===== src/rtl/hash_job_arbiter_if.sv =====
// Client-side bundle of hash_job_arbiter: job requests, message byte stream,
// and the tagged digest result.
//   slave  modport: seen by the arbiter (requests/bytes in, acks/results out)
//   master modport: seen by the requester side (the mirror image)
// Signals:
//   req_valid/req_len/req_ack       job request, length, one-hot grant
//   byte_valid/byte_data/byte_ready per-requester message byte handshake
//   res_valid/res_id/res_digest/res_err  one-cycle tagged result
//   busy                            arbiter not in IDLE
interface hash_job_arbiter_if #(
  parameter int unsigned NREQ  = 4,
  parameter int unsigned LEN_W = 16,
  parameter int unsigned IDW   = 2
) ();
  logic [NREQ-1:0]       req_valid;
  logic [NREQ*LEN_W-1:0] req_len;
  logic [NREQ-1:0]       req_ack;
  logic [NREQ-1:0]       byte_valid;
  logic [NREQ*8-1:0]     byte_data;
  logic [NREQ-1:0]       byte_ready;
  logic                  res_valid;
  logic [IDW-1:0]        res_id;
  logic [31:0]           res_digest;
  logic                  res_err;
  logic                  busy;

  modport slave (
    input  req_valid, req_len, byte_valid, byte_data,
    output req_ack, byte_ready, res_valid, res_id, res_digest, res_err, busy
  );

  modport master (
    output req_valid, req_len, byte_valid, byte_data,
    input  req_ack, byte_ready, res_valid, res_id, res_digest, res_err, busy
  );
endinterface


===== src/rtl/hash_job_arbiter.sv =====
// Shares one full_hash_des_box core between NREQ requesters. Grants jobs
// round-robin, feeds message bytes to the core one per ISSUE with a GAP
// cycle between them (the core's S1/S2 cycle), and captures the digest at a
// fixed latency after the last byte, returning it tagged with the owner id.
// Ports:
//   clk, rst_n       clock, asynchronous active-low reset (shared with core)
//   bus              client-side interface (slave modport)
//   core_m_valid     core M_valid, high only in ISSUE
//   core_message     core message byte
//   core_counter     core counter: zero-extended job length while busy
//   core_digest      core digest_out
//   core_hash_ready  core hash_ready, only sampled for the error flag
module hash_job_arbiter #(
  parameter int unsigned NREQ  = 4,
  parameter int unsigned LEN_W = 16,
  parameter int unsigned IDW   = 2
) (
  input  logic                  clk,
  input  logic                  rst_n,
  hash_job_arbiter_if.slave     bus,
  output logic                  core_m_valid,
  output logic [7:0]            core_message,
  output logic [63:0]           core_counter,
  input  logic [31:0]           core_digest,
  input  logic                  core_hash_ready
);

  typedef enum logic [2:0] {
    S_IDLE, S_FETCH, S_ISSUE, S_GAP, S_DRAIN, S_DONE
  } state_e;

  state_e           state_q, state_d;
  logic [IDW-1:0]   rr_ptr_q, rr_ptr_d;
  logic [IDW-1:0]   id_q, id_d;
  logic [LEN_W-1:0] len_q, len_d;
  logic [LEN_W-1:0] rem_q, rem_d;
  logic [7:0]       byte_q, byte_d;
  logic             res_valid_q, res_valid_d;
  logic [IDW-1:0]   res_id_q, res_id_d;
  logic [31:0]      res_digest_q, res_digest_d;
  logic             res_err_q, res_err_d;

  logic             grant_found;
  logic [IDW-1:0]   grant_id;
  logic [LEN_W-1:0] grant_len;

  // First requesting index at or after rr_ptr, wrapping modulo NREQ.
  always_comb begin : rr_scan
    int unsigned idx;
    grant_found = 1'b0;
    grant_id    = '0;
    for (int unsigned k = 0; k < NREQ; k++) begin
      idx = (32'(rr_ptr_q) + k) % NREQ;
      if (!grant_found && bus.req_valid[idx]) begin
        grant_found = 1'b1;
        grant_id    = IDW'(idx);
      end
    end
    grant_len = bus.req_len[grant_id*LEN_W +: LEN_W];
  end

  always_comb begin : fsm_next
    state_d      = state_q;
    rr_ptr_d     = rr_ptr_q;
    id_d         = id_q;
    len_d        = len_q;
    rem_d        = rem_q;
    byte_d       = byte_q;
    res_valid_d  = 1'b0;
    res_id_d     = res_id_q;
    res_digest_d = res_digest_q;
    res_err_d    = res_err_q;
    bus.req_ack    = '0;
    bus.byte_ready = '0;
    core_m_valid   = 1'b0;
    core_message   = '0;

    case (state_q)
      S_IDLE: begin
        if (grant_found) begin
          bus.req_ack[grant_id] = 1'b1;
          id_d   = grant_id;
          len_d  = grant_len;
          rem_d  = grant_len;
          // Cleared so a zero-length job presents 0x00 to the core.
          byte_d = '0;
          if (grant_id == IDW'(NREQ - 1)) rr_ptr_d = '0;
          else                            rr_ptr_d = grant_id + IDW'(1);
          state_d = (grant_len == '0) ? S_ISSUE : S_FETCH;
        end
      end
      S_FETCH: begin
        bus.byte_ready[id_q] = 1'b1;
        if (bus.byte_valid[id_q]) begin
          byte_d  = bus.byte_data[id_q*8 +: 8];
          state_d = S_ISSUE;
        end
      end
      S_ISSUE: begin
        core_m_valid = 1'b1;
        core_message = byte_q;
        if (len_q != '0) rem_d = rem_q - LEN_W'(1);
        state_d = S_GAP;
      end
      S_GAP: begin
        if (len_q == '0)      state_d = S_DONE;
        else if (rem_q == '0) state_d = S_DRAIN;
        else                  state_d = S_FETCH;
      end
      S_DRAIN: state_d = S_DONE;
      S_DONE: begin
        // Fixed-latency capture; hash_ready edges are not trustworthy
        // because the core holds it high between jobs.
        res_valid_d  = 1'b1;
        res_id_d     = id_q;
        res_digest_d = core_digest;
        res_err_d    = !core_hash_ready;
        state_d      = S_IDLE;
      end
      default: state_d = S_IDLE;
    endcase
  end

  always_ff @(posedge clk or negedge rst_n) begin
    if (!rst_n) begin
      state_q      <= S_IDLE;
      rr_ptr_q     <= '0;
      id_q         <= '0;
      len_q        <= '0;
      rem_q        <= '0;
      byte_q       <= '0;
      res_valid_q  <= 1'b0;
      res_id_q     <= '0;
      res_digest_q <= '0;
      res_err_q    <= 1'b0;
    end else begin
      state_q      <= state_d;
      rr_ptr_q     <= rr_ptr_d;
      id_q         <= id_d;
      len_q        <= len_d;
      rem_q        <= rem_d;
      byte_q       <= byte_d;
      res_valid_q  <= res_valid_d;
      res_id_q     <= res_id_d;
      res_digest_q <= res_digest_d;
      res_err_q    <= res_err_d;
    end
  end

  assign core_counter   = (state_q != S_IDLE) ? 64'(len_q) : '0;
  assign bus.busy       = (state_q != S_IDLE);
  assign bus.res_valid  = res_valid_q;
  assign bus.res_id     = res_id_q;
  assign bus.res_digest = res_digest_q;
  assign bus.res_err    = res_err_q;

endmodule

===== src/flat_wrapper.sv =====
// flat-port wrapper written by rule: the top's interface ports become plain ports
module hash_job_arbiter_flat 
#(
  parameter int unsigned NREQ  = 4,
  parameter int unsigned LEN_W = 16,
  parameter int unsigned IDW   = 2
)
  (clk, rst_n, core_m_valid, core_message, core_counter, core_digest, core_hash_ready, bus_req_valid, bus_req_len, bus_byte_valid, bus_byte_data, bus_req_ack, bus_byte_ready, bus_res_valid, bus_res_id, bus_res_digest, bus_res_err, bus_busy);
  hash_job_arbiter_if #(.NREQ(NREQ), .LEN_W(LEN_W), .IDW(IDW)) bus_i ();
  input  logic clk;
  input  logic rst_n;
  output logic core_m_valid;
  output logic [7:0] core_message;
  output logic [63:0] core_counter;
  input  logic [31:0] core_digest;
  input  logic core_hash_ready;
  input wire logic [$bits(bus_i.req_valid)-1:0] bus_req_valid;
  input wire logic [$bits(bus_i.req_len)-1:0] bus_req_len;
  input wire logic [$bits(bus_i.byte_valid)-1:0] bus_byte_valid;
  input wire logic [$bits(bus_i.byte_data)-1:0] bus_byte_data;
  output wire logic [$bits(bus_i.req_ack)-1:0] bus_req_ack;
  output wire logic [$bits(bus_i.byte_ready)-1:0] bus_byte_ready;
  output wire logic [$bits(bus_i.res_valid)-1:0] bus_res_valid;
  output wire logic [$bits(bus_i.res_id)-1:0] bus_res_id;
  output wire logic [$bits(bus_i.res_digest)-1:0] bus_res_digest;
  output wire logic [$bits(bus_i.res_err)-1:0] bus_res_err;
  output wire logic [$bits(bus_i.busy)-1:0] bus_busy;
  assign bus_i.req_valid = bus_req_valid;
  assign bus_i.req_len = bus_req_len;
  assign bus_i.byte_valid = bus_byte_valid;
  assign bus_i.byte_data = bus_byte_data;
  assign bus_req_ack = bus_i.req_ack;
  assign bus_byte_ready = bus_i.byte_ready;
  assign bus_res_valid = bus_i.res_valid;
  assign bus_res_id = bus_i.res_id;
  assign bus_res_digest = bus_i.res_digest;
  assign bus_res_err = bus_i.res_err;
  assign bus_busy = bus_i.busy;
  hash_job_arbiter #(.NREQ(NREQ), .LEN_W(LEN_W), .IDW(IDW)) u_core (.clk(clk), .rst_n(rst_n), .bus(bus_i), .core_m_valid(core_m_valid), .core_message(core_message), .core_counter(core_counter), .core_digest(core_digest), .core_hash_ready(core_hash_ready));
endmodule

===== config.mk =====
export PLATFORM = sky130hd
export DESIGN_NAME = hash_job_arbiter_flat
export DESIGN_NICKNAME = d
export VERILOG_FILES = /design/src/rtl/hash_job_arbiter_if.sv /design/src/rtl/hash_job_arbiter.sv /design/src/flat_wrapper.sv
export SDC_FILE = /design/constraint.sdc
export NUM_CORES = 1
export LEC_CHECK = 0
export BUFFER_PORTS_ARGS = -buffer_cell sky130_fd_sc_hd__buf_2
export CAP_MARGIN = 20
export CORE_MARGIN = 2
export CORE_UTILIZATION = 45
export CTS_CLUSTER_SIZE = 30
export DETAILED_ROUTE_END_ITERATION = 12
export PLACE_DENSITY_LB_ADDON = 0.1
export SLEW_MARGIN = 40
export SYNTH_ARGS = -nofsm -noshare
export SYNTH_HDL_FRONTEND = slang
export SYNTH_SLANG_ARGS = --single-unit

===== constraint.sdc =====
create_clock -name clk -period 3.35 [get_ports clk]
set_input_delay 0.5025 -clock clk [delete_from_list [all_inputs] [get_ports clk]]
set_output_delay 0.5025 -clock clk [all_outputs]
set_load 0.01 [all_outputs]

==> results.md <==
- Via/cell ratio: 5.14
- Netlist cell types: between 40 and 50
- Reg2Reg Setup Slack: about 0.73 ns
- Reg-to-Reg Start: u_core.rr_ptr_q[1]
- Initial core utilization: 46.4%
- CP endpoint kind: output port
- Seq/Total Area, Yosys: between 40% and 50%
- Gr busiest metal: met2
- Clk buf depth: 2
- Final Skew: 0.00560 ns
- Rows: 38
- Worst Path Arrival: 2.28 ns
- Detail Route Antenna Nets: 0
- CTS Hold Bufs: 0
- Setup Buffers After CTS: 0
- Final HPWL DP: a little under 10000 µm
- Routability Congestion: about 0.81
- CP Max Fanout: 36
- Synthesis Warnings: 0
- Critical path class: flop to output port
- Headroom to the max-slew limit: 49.7%
- Slew @ Worst Pin: approximately 0.75 ns
- Max rail drop VDD: 0.552 mV
- Crit share post-route: between 80% and 90%
- Status: finished, final reports clean
- Mapped Cells: 498
- Final setup viols: 0
- DP Area: about 6000 µm²
- DR iter-0 viols: 240
- IO Pins: 257
- Area leader, netlist: dfrtp_1
- Ant diodes: 0
- Die height: 110 µm
- Clock latency on the worst-skew pair: between 0.3 and 0.4 ns
- Via count: 4315
- Top cells by area, synth: dfrtp_1 41%, mux2_2 11%, buf_4 7.3%, mux2i_1 6.5%, o21ai_0 4.2%
- Root buf cell: clkbuf_16
- Die area: about 12000 µm²
- Global-route wire length before repair: 19500 µm
- PortBufs: between 200 and 250
- Worst-case reg-to-reg path depth: 9
- Unrepaired setup endpoints after global routing: false
- Post-synth EDFFs: 0
- Largest net degree at the start of global routing: 84
- Share of flip-flops with an asynchronous set or reset: 100%
- Setup TNS: 0 ns
- Max-slew violations: 0
- Layout Cell Area excl Fill: about 6300 µm²
- Total track usage: just over 20%
- Total grt overflow: 0
- Share of cells above drive strength 1: between 40% and 50%
- Synth Area per Inst: between 10 and 15 µm²
- Worst-path clk slew: roughly 0.060 ns
- Routed length per instance: ~15 µm
- Fin nets: between 800 and 900
- Req. time, crit path: between 2 and 3 ns
- Max-Cap Viols: 0
- Met2 Use GR: between 30 and 40%
- Clock sink count: a little over 80
- Reg-to-reg endpoint: u_core.state_q[1]
- Post-CTS sizing: 0
- Num CTS Buffers: 9
- Startpoint types: flop
- CTS tree: yes
- Vias in the first global route: ~4100
- LEAKAGE: between 3 and 4 nW
- #FFs+latches synth: 83
- Total wire length: 12900 µm
- Hold_ws: slightly above 0.2 ns
- Top FF cell, synth: dfrtp_1
- Syn-to-layout area delta: 24.9%
- Hold Vio Cnt, Final: 0
- HP Class: primary input to async pin
- DP Cell Count: 824
- Htree depth: 3
- Die width: between 100 and 150 µm
- Fin crit period: about 2.8 ns
- Grt met3 use: around 5.3%
- Post-synth top area share: between 40% and 50%
- Met1 usage: a little over a quarter
- Post-Layout Cell Count: 840
- Initial antenna violation count: 0
- Placeable core area: about 11000 µm²
- DRC errors left: 0
- PwrDens: 732 nW/µm²
- Fmax: ~360 MHz
- Pre-antenna DRT Iters: 4
- Synthesized area: between 5000 and 6000 µm²
-- stage by stage --
step | utilization (%) | total power [mW] | setup WS (ns)
floorplan | - | 3.12 | 1.09
global placement | 55.3 | 3.71 | 0.737
detailed placement | 55.4 | 3.75 | 0.645
CTS | 57.9 | 4.69 | 0.526
global route | 57.9 | 5.01 | 0.424
finish | 57.9 | 4.64 | 0.565
-- cell type report --
class | instances | area, µm²
repair buffers | 216 | 1130
multi-input cells | 366 | 2600
well taps | 140 | 175
inverters | 19 | 72.6
clock inverters | 6 | 50.0
flip-flops and latches | 83 | 2080
clock buffers | 10 | 229
fillers | 978 | 4600
-- logic make-up after synthesis --
| family | after synthesis | share of synthesized area [%] |
|---|---|---|
| other | 1 | 0.0739 |
| AOI/OAI and AO/OA | 90 | 10.8 |
| and+or+nand+nor | 129 | 13.0 |
| adders and majority gates | 5 | 1.23 |
| xor gates and xnor gates | 1 | 0.173 |
| DFF | 83 | 41.0 |
| buffers and inverters | 96 | 11.9 |
| muxes | 93 | 21.8 |
-- worst max-delay path, stage by stage, from the launching register on --
cell      delay [ns]
dfrtp_1         0.48
mux2i_1         0.22
nor2_1          0.08
a311oi_4        0.31
buf_12          0.28
inv_1           0.11
ha_1            0.19
and3_1          0.14
buf_2           0.13
-- state kept, by name, indices dropped and copies added, names as in the netlist --
register / cells
u_core.bus.res_digest: 32
u_core.bus.res_err: 1
u_core.bus.res_id: 2
u_core.bus.res_valid: 1
u_core.byte_q: 8
u_core.id_q: 2
u_core.len_q: 16
u_core.rem_q: 16
u_core.rr_ptr_q: 2
u_core.state_q: 3
-- layer usage --
| layer | up-vias | share of wire [%] |
|---|---|---|
| met4 | 0 | 1.3 |
| li1 | 2070 | - |
| met3 | 19 | 8.6 |
| met1 | 2037 | 42 |
| met5 | - | 0 |
| met2 | 189 | 48 |
-- cells in the final DEF (no fill, tap or decap), types with 5 or more instances in the layout --
master     Yosys  routed
nand3_1        9       9
mux2_2        51      51
o21ai_0       43      43
a21oi_1       14      14
nor4_1         7       7
buf_4         49       6
inv_1         18      18
and3_1        13      13
nand2_1       43      43
buf_2          0     207
o22ai_1        5       5
dfrtp_1       83      83
mux4_2         9       9
mux2i_1       33      33
clkbuf_16      0       9
conb_1         1      48
nor2b_1       17      17
a22o_1         8       8
nor2_1        14      14
ha_1           5       5
-- cells in the mapped netlist, types with 2 or more instances --
| library cell | number |
|---|---|
| nor2b_1 | 17 |
| nor3b_1 | 2 |
| mux2_2 | 51 |
| nor4_1 | 7 |
| mux2i_1 | 33 |
| a21o_1 | 3 |
| o21ai_0 | 43 |
| o41ai_1 | 3 |
| inv_1 | 18 |
| a22o_1 | 8 |
| or3_1 | 3 |
| nand4_1 | 4 |
| o31ai_1 | 4 |
| or4_1 | 2 |
| o21ai_1 | 2 |
| nor3_1 | 5 |
| buf_12 | 3 |
| a21oi_1 | 14 |
| nor2_1 | 14 |
| nand2b_1 | 4 |
| clkbuf_1 | 21 |
| and3_1 | 13 |
| nand2_1 | 43 |
| dfrtp_1 | 83 |
| ha_1 | 5 |
| mux4_2 | 9 |
| buf_4 | 49 |
| nand3_1 | 9 |
| o22ai_1 | 5 |
| buf_1 | 3 |
-- how the worst max path moves through the flow --
stage / from / end / slack (ns) / cells past startpoint
5_1_grt: u_core.rr_ptr_q[1] / bus_req_ack[0] / 0.42 / 8
2_1_floorplan: bus_req_valid[2] / u_core.state_q[1] / 1.09 / 10
3_3_place_gp: bus_req_valid[0] / u_core.state_q[1] / 0.74 / 10
6_report: u_core.rr_ptr_q[1] / bus_req_ack[0] / 0.56 / 8
3_5_place_dp: bus_req_valid[0] / u_core.state_q[1] / 0.64 / 10
4_1_cts: u_core.rr_ptr_q[1] / bus_req_ack[0] / 0.53 / 8
-- where the power goes --
group	leakage [nW]	internal, mW	switching (mW)
sequential	1.00	1.29	0.347
clock	0.130	0.510	0.411
combinational	2.11	0.970	1.11
total	3.24	2.77	1.87
Power figures use the tool's default switching activity.
